$ cat config.mk
export PLATFORM = sky130hd
export DESIGN_NAME = rf_wb_arbiter
export DESIGN_NICKNAME = d
export VERILOG_FILES = /design/src/rtl/brisc_pkg.sv /design/src/rtl/wb_fifo.sv /design/src/rtl/rf_wb_arbiter.sv
export SDC_FILE = /design/constraint.sdc
export NUM_CORES = 1
export LEC_CHECK = 0
export BUFFER_PORTS_ARGS = -buffer_cell sky130_fd_sc_hd__buf_2
export CORE_MARGIN = 3
export CORE_UTILIZATION = 61
export DETAILED_ROUTE_END_ITERATION = 6
export PLACE_DENSITY = 0.94
export RECOVER_POWER = 50
export REMOVE_ABC_BUFFERS = 1
export SLEW_MARGIN = 25
export SYNTH_ARGS = -nofsm -noshare
export SYNTH_HDL_FRONTEND = slang
export SYNTH_SLANG_ARGS = --single-unit
export TNS_END_PERCENT = 100
$ cat constraint.sdc
create_clock -name clk -period 8.7 [get_ports clk]
set_clock_uncertainty 0.05 [all_clocks]
set_input_delay 0.435 -clock clk [delete_from_list [all_inputs] [get_ports clk]]
set_output_delay 0.435 -clock clk [all_outputs]
set_load 0.01 [all_outputs]
$ cat src/rtl/brisc_pkg.sv
// Shared integer-core definitions: register file geometry, write-back request
// record and write-back source identifiers.
package brisc_pkg;

  localparam int REG_BITS = 5;
  localparam int REG_NUM  = 32;
  localparam int REG_LEN  = 32;

  typedef struct packed {
    logic [REG_BITS-1:0] rd;
    logic [REG_LEN-1:0]  data;
  } wb_req_t;

  typedef enum logic [1:0] {
    WB_ALU = 2'd0,
    WB_MUL = 2'd1,
    WB_MEM = 2'd2
  } wb_src_e;

  // Round-robin successor: ALU -> MUL -> MEM -> ALU.
  function automatic wb_src_e next_src(input wb_src_e s);
    case (s)
      WB_ALU:  return WB_MUL;
      WB_MUL:  return WB_MEM;
      default: return WB_ALU;
    endcase
  endfunction

  // One-hot decode of a register index.
  function automatic logic [REG_NUM-1:0] rd_onehot(input logic [REG_BITS-1:0] rd);
    logic [REG_NUM-1:0] v;
    v     = '0;
    v[rd] = 1'b1;
    return v;
  endfunction

endpackage

$ cat src/rtl/wb_fifo.sv
// Per-source write-back result FIFO. All entries and their valid flags are
// exposed so the owner can build the pending-register mask.
module wb_fifo
  import brisc_pkg::*;
#(
  parameter int DEPTH = 2
) (
  input  logic                  clk,
  input  logic                  reset,
  input  logic                  push,
  input  wb_req_t               push_req,
  input  logic                  pop,
  output logic                  full,
  output logic                  empty,
  output wb_req_t               head,
  output logic [DEPTH-1:0]      entry_valid,
  output wb_req_t [DEPTH-1:0]   entries
);

  localparam int AW = $clog2(DEPTH);

  logic [AW-1:0]        wr_ptr;
  logic [AW-1:0]        rd_ptr;
  logic [AW:0]          count;
  wb_req_t [DEPTH-1:0]  mem;
  logic                 push_ok;
  logic                 pop_ok;

  // A push into a full FIFO is refused even if a pop happens the same cycle.
  assign push_ok = push && !full;
  assign pop_ok  = pop && !empty;

  // Pointer and occupancy state; pointers wrap naturally at DEPTH.
  always_ff @(posedge clk or negedge reset) begin
    if (!reset) begin
      wr_ptr <= '0;
      rd_ptr <= '0;
      count  <= '0;
    end else begin
      if (push_ok) wr_ptr <= wr_ptr + AW'(1);
      if (pop_ok)  rd_ptr <= rd_ptr + AW'(1);
      case ({push_ok, pop_ok})
        2'b10:   count <= count + (AW+1)'(1);
        2'b01:   count <= count - (AW+1)'(1);
        default: count <= count;
      endcase
    end
  end

  // Entry storage; contents are qualified by entry_valid, so no reset needed.
  always_ff @(posedge clk) begin
    if (push_ok) mem[wr_ptr] <= push_req;
  end

  assign full    = count[AW];
  assign empty   = (count == '0);
  assign head    = mem[rd_ptr];
  assign entries = mem;

  // An entry is live when its distance from the read pointer is below count.
  for (genvar gi = 0; gi < DEPTH; gi++) begin : g_valid
    logic [AW-1:0] offset;
    assign offset          = AW'(gi) - rd_ptr;
    assign entry_valid[gi] = ({1'b0, offset} < count);
  end

endmodule

$ cat src/rtl/rf_wb_arbiter.sv
// Register file write-back arbiter: buffers ALU/MUL/MEM results, serialises
// them round-robin onto the single write port and exports a pending mask.
module rf_wb_arbiter
  import brisc_pkg::*;
#(
  parameter int DEPTH = 2
) (
  input  logic                clk,
  input  logic                reset,
  input  logic                alu_valid,
  output logic                alu_ready,
  input  logic [REG_BITS-1:0] alu_rd,
  input  logic [REG_LEN-1:0]  alu_data,
  input  logic                mul_valid,
  output logic                mul_ready,
  input  logic [REG_BITS-1:0] mul_rd,
  input  logic [REG_LEN-1:0]  mul_data,
  input  logic                mem_valid,
  output logic                mem_ready,
  input  logic [REG_BITS-1:0] mem_rd,
  input  logic [REG_LEN-1:0]  mem_data,
  output logic                rf_we,
  output logic [REG_BITS-1:0] rf_waddr,
  output logic [REG_LEN-1:0]  rf_wdata,
  output logic [REG_NUM-1:0]  pending
);

  localparam int NSRC = 3;

  logic [NSRC-1:0]     src_valid;
  logic [NSRC-1:0]     src_full;
  logic [NSRC-1:0]     src_empty;
  logic [NSRC-1:0]     src_push;
  logic [NSRC-1:0]     src_pop;
  wb_req_t             src_req [NSRC];
  wb_req_t             src_head [NSRC];
  logic [DEPTH-1:0]    src_entry_valid [NSRC];
  wb_req_t [DEPTH-1:0] src_entries [NSRC];

  wb_src_e rr_start;
  wb_src_e grant_src;
  wb_src_e cand;
  logic    grant;
  wb_req_t win;

  assign src_valid  = {mem_valid, mul_valid, alu_valid};
  assign src_req[0] = '{rd: alu_rd, data: alu_data};
  assign src_req[1] = '{rd: mul_rd, data: mul_data};
  assign src_req[2] = '{rd: mem_rd, data: mem_data};

  // Ready is purely the registered full flag.
  assign alu_ready = !src_full[0];
  assign mul_ready = !src_full[1];
  assign mem_ready = !src_full[2];

  for (genvar gi = 0; gi < NSRC; gi++) begin : g_src
    assign src_push[gi] = src_valid[gi] && !src_full[gi];

    wb_fifo #(.DEPTH(DEPTH)) u_fifo (
      .clk         (clk),
      .reset       (reset),
      .push        (src_push[gi]),
      .push_req    (src_req[gi]),
      .pop         (src_pop[gi]),
      .full        (src_full[gi]),
      .empty       (src_empty[gi]),
      .head        (src_head[gi]),
      .entry_valid (src_entry_valid[gi]),
      .entries     (src_entries[gi])
    );
  end

  // Round-robin pick of the first non-empty source starting at rr_start.
  always_comb begin
    grant     = 1'b0;
    grant_src = rr_start;
    cand      = rr_start;
    src_pop   = '0;
    for (int off = 0; off < NSRC; off++) begin
      if (!grant && !src_empty[cand]) begin
        grant     = 1'b1;
        grant_src = cand;
      end
      cand = next_src(cand);
    end
    if (grant) src_pop[grant_src] = 1'b1;
  end

  assign win = src_head[grant_src];

  // Output register and round-robin pointer; rd==0 consumes a slot silently.
  always_ff @(posedge clk or negedge reset) begin
    if (!reset) begin
      rr_start <= WB_ALU;
      rf_we    <= 1'b0;
      rf_waddr <= '0;
      rf_wdata <= '0;
    end else if (grant) begin
      rr_start <= next_src(grant_src);
      rf_we    <= (win.rd != '0);
      rf_waddr <= win.rd;
      rf_wdata <= win.data;
    end else begin
      rf_we    <= 1'b0;
    end
  end

  // Pending mask: every buffered destination plus the one on the port.
  always_comb begin
    pending = '0;
    for (int s = 0; s < NSRC; s++) begin
      for (int e = 0; e < DEPTH; e++) begin
        if (src_entry_valid[s][e]) pending = pending | rd_onehot(src_entries[s][e].rd);
      end
    end
    if (rf_we) pending = pending | rd_onehot(rf_waddr);
    pending[0] = 1'b0;
  end

endmodule

==> results.ini <==
[critical_path]
cp_data_arrival_time_ns=3.19
crit_required_ns=8.22
r2r-end=g_src[0].u_fifo.count[1]$_DFFE_PN0P_
path_cells=inv_1 > a21oi_1 > nor3b_1 > buf_4 > a22oi_1 > o21ai_0 > or3_1 > buf_2
criticalPathCategory=flop to output port
crit_path_start_kind=flop
slowest_delay_ns=1.05
reg2reg_slack_ns=5.77
r2r.worst_path.cells=6
crit_path_end_kind=output port
rr_startpoint=g_src[1].u_fifo.count[0]$_DFFE_PN0P_
slowest_stage=dfrtp_2
cp_max_fo=40

[sta]
setup-tns-final_ns=0
worstMarginPinSlew_ns=3.18
min_period_over_period_pct=42.2
slew_headroom_pct=-112
finalWorstSetupSlack_ns=5.02
period_minus_slack_ns=3.68
hold_violations=0
fmax_ghz=0.272
finalSetupViolCount=0
rsz0062_at_grt=false
report.final.slew_viol_count=53

[power_and_ir_drop]
max-vdd-ir-drop_v=0.000295
p_sw_share_pct=37.9
p_seq_share_pct=40.1
p_switching_mw=2.03
p_comb_share_pct=35.6
p_leak_nw=5.17
power.density_nw_per_um2=373
total_power_mw=5.37
internal_power_mw=3.33
power.share.clock_pct=24.4

[global_route]
track_usage_pct=35.3
grt_max_degree=53
grt_pass1_vias=9674
gr-total-overflow=0
grt_pass1_wl_um=58400
grt_antenna_before_repair=1

[cts]
cts_resized=0
clock_path_buffers=3
clk_latency_ns=0.55
cts.sinks=274
clk_pin_slew_worst_paths_ns=0.07
postCtsSetupBuffers=0
htreeDepth=1
cts_tree=built
postCtsHoldBufs=0
cts_buffers=27
cts-root-buf=clkbuf_16

[min_path]
hold_path_end=g_src[2].u_fifo.entries[60]$_DFFE_PP_
holdPathStages=1
hold_class=input pin to flop
hp-start=mem_data[23]

[routing]
vias=9533
drt_iter0_drc=1272
drc_errors=0
via_per_inst=6.98
firstDrtPassIters=6
totalWireLength_um=39700
wl_per_cell_um=29.1
postRouteAntennaNets=0

[logic_synthesis]
ys_seq_area_share_pct=64.5
synth.distinct_cells=56
synth_top_cell_by_area=edfxtp_1
ys_async_sr_fraction_pct=19.0
synth_top_cell_area_share_pct=53.9
ys_top_cells_by_count=edfxtp_1 (222), nor2_1 (67), mux2_2 (65)
syn_area_sq_um=12400
synth_cells=908
syn_area_per_cell_sq_um=13.6
yosys_warnings=0
synth_ff_type=edfxtp_1
ys_seq_elements=274
synth_edf_count=222
synth.most_common_cell=edfxtp_1
synth_area_leaders=edfxtp_1 (54%), dfrtp_1 (11%), mux2_2 (5.9%)

[place]
dp_slack_ns=5.54
gp_congestion=0.996
portBuffers=187
placedCellCount=1313
place_hpwl_um=25400

[cells_and_area]
drive_gt1_share_pct=20.4
seqCellArea_sq_um=7970
fin_cells=1366
multi_input_area_sq_um=4140
final_nets=1198
num-fill-cells=1256
syn2layout_area_growth_pct=16.5

[floorplan]
rows=51
start_util_pct=62.9
dieArea_sq_um=22000
die_y_um=148
die_w_um=148
ios=189
core_region_area_sq_um=19700

[run]
max-cap-violations=1

[outcome]
violations=capacitance limit, slew limit
status=finished, violations left

==> flip-flops by register name (all words and copies together) (netlist names) <==
signal,cells
g_src.u_fifo.count,6
rf_waddr,5
rf_wdata,32
g_src.u_fifo.entries,222
rf_we,1
g_src.u_fifo.rd_ptr,3
g_src.u_fifo.wr_ptr,3
rr_start,2
==> cells in the final DEF, fill, tap and decap left out, types with 27 or more instances in the layout <==
cell type / synthesis / layout
mux2_2: 65 / 65
a21oi_1: 28 / 27
clkbuf_16: 0 / 27
o22ai_1: 33 / 33
nand2_1: 47 / 47
dfrtp_1: 52 / 49
buf_2: 2 / 70
o21ai_1: 30 / 30
a221oi_1: 27 / 27
edfxtp_1: 222 / 222
clkbuf_1: 45 / 125
mux2i_1: 46 / 46
a222oi_1: 30 / 30
nor2_1: 67 / 65
==> routing by layer <==
metal / track usage [%] / share of wire [%] / vias to the layer above
li1: - / - / 3941
met4: 14.1 / 5.0 / 0
met2: 58.8 / 49 / 806
met5: 0 / 0 / -
met3: 7.40 / 12 / 167
met1: 45.9 / 35 / 4619
==> worst max-delay path: cells and delay by family, from the launching register on <==
family / cells / cell delay [ns]
flops: 1 / 1.05
compound gates: 3 / 0.55
buf+inv: 3 / 0.54
simple gates: 2 / 0.50
==> power by group through the flow <==
stage / sequential (mW) / combinational [mW] / clock (mW)
after floorplan: 2.08 / 1.13 / 0
after global placement: 2.12 / 1.74 / 0
after detailed placement: 2.14 / 1.82 / 0
after CTS: 2.13 / 1.85 / 1.31
after global routing: 2.17 / 2.02 / 1.37
final: 2.15 / 1.91 / 1.31
==> worst max path at each step <==
stage	depth (start not counted)	slack [ns]	startpoint	to
CTS	6	4.94	g_src[0].u_fifo.rd_ptr$_DFFE_PN0P_	pending[15]
floorplan	5	5.62	g_src[2].u_fifo.rd_ptr$_DFFE_PN0P_	pending[20]
finish	8	5.02	g_src[1].u_fifo.rd_ptr$_DFFE_PN0P_	pending[29]
global route	2	4.77	reset	g_src[0].u_fifo.rd_ptr$_DFFE_PN0P_
global placement	6	5.30	g_src[1].u_fifo.rd_ptr$_DFFE_PN0P_	pending[29]
detailed placement	6	5.54	g_src[0].u_fifo.rd_ptr$_DFFE_PN0P_	pending[15]
==> cells by family (layout without fill, tap and decap cells) <==
family	count (synthesis)	count (layout)	share of synthesized area [%]
fa+ha+maj	4	4	0.395
compound gates	201	201	12.0
flops	274	274	64.5
other cells	1	2	0.0303
buf+inv	70	262	2.48
simple gates	232	232	9.88
xor+xnor	15	15	1.12
mux	111	111	9.65
==> area by class of cell <==
class | count | share of cell area [%]
flip-flops and latches | 274 | 55.4
multi-input cells | 564 | 28.7
repair buffers | 200 | 6.33
clock buffers | 37 | 5.09
well taps | 265 | 2.30
clock inverters | 13 | 1.83
inverters | 12 | 0.313
diodes | 1 | 0.0174
==> stage by stage <==
| stage | hold WS, ns | instance area (sq um) | util, % |
|---|---|---|---|
| floorplan | 0.0894 | 12100 | - |
| global placement | 0.445 | 13500 | 68.7 |
| detailed placement | 0.456 | 13500 | 68.8 |
| CTS | 0.0160 | 14500 | 73.8 |
| global route | 0.00875 | 14400 | 73.3 |
| finish | 0.0235 | 14400 | 73.3 |
(Power assumes the default switching activity.)
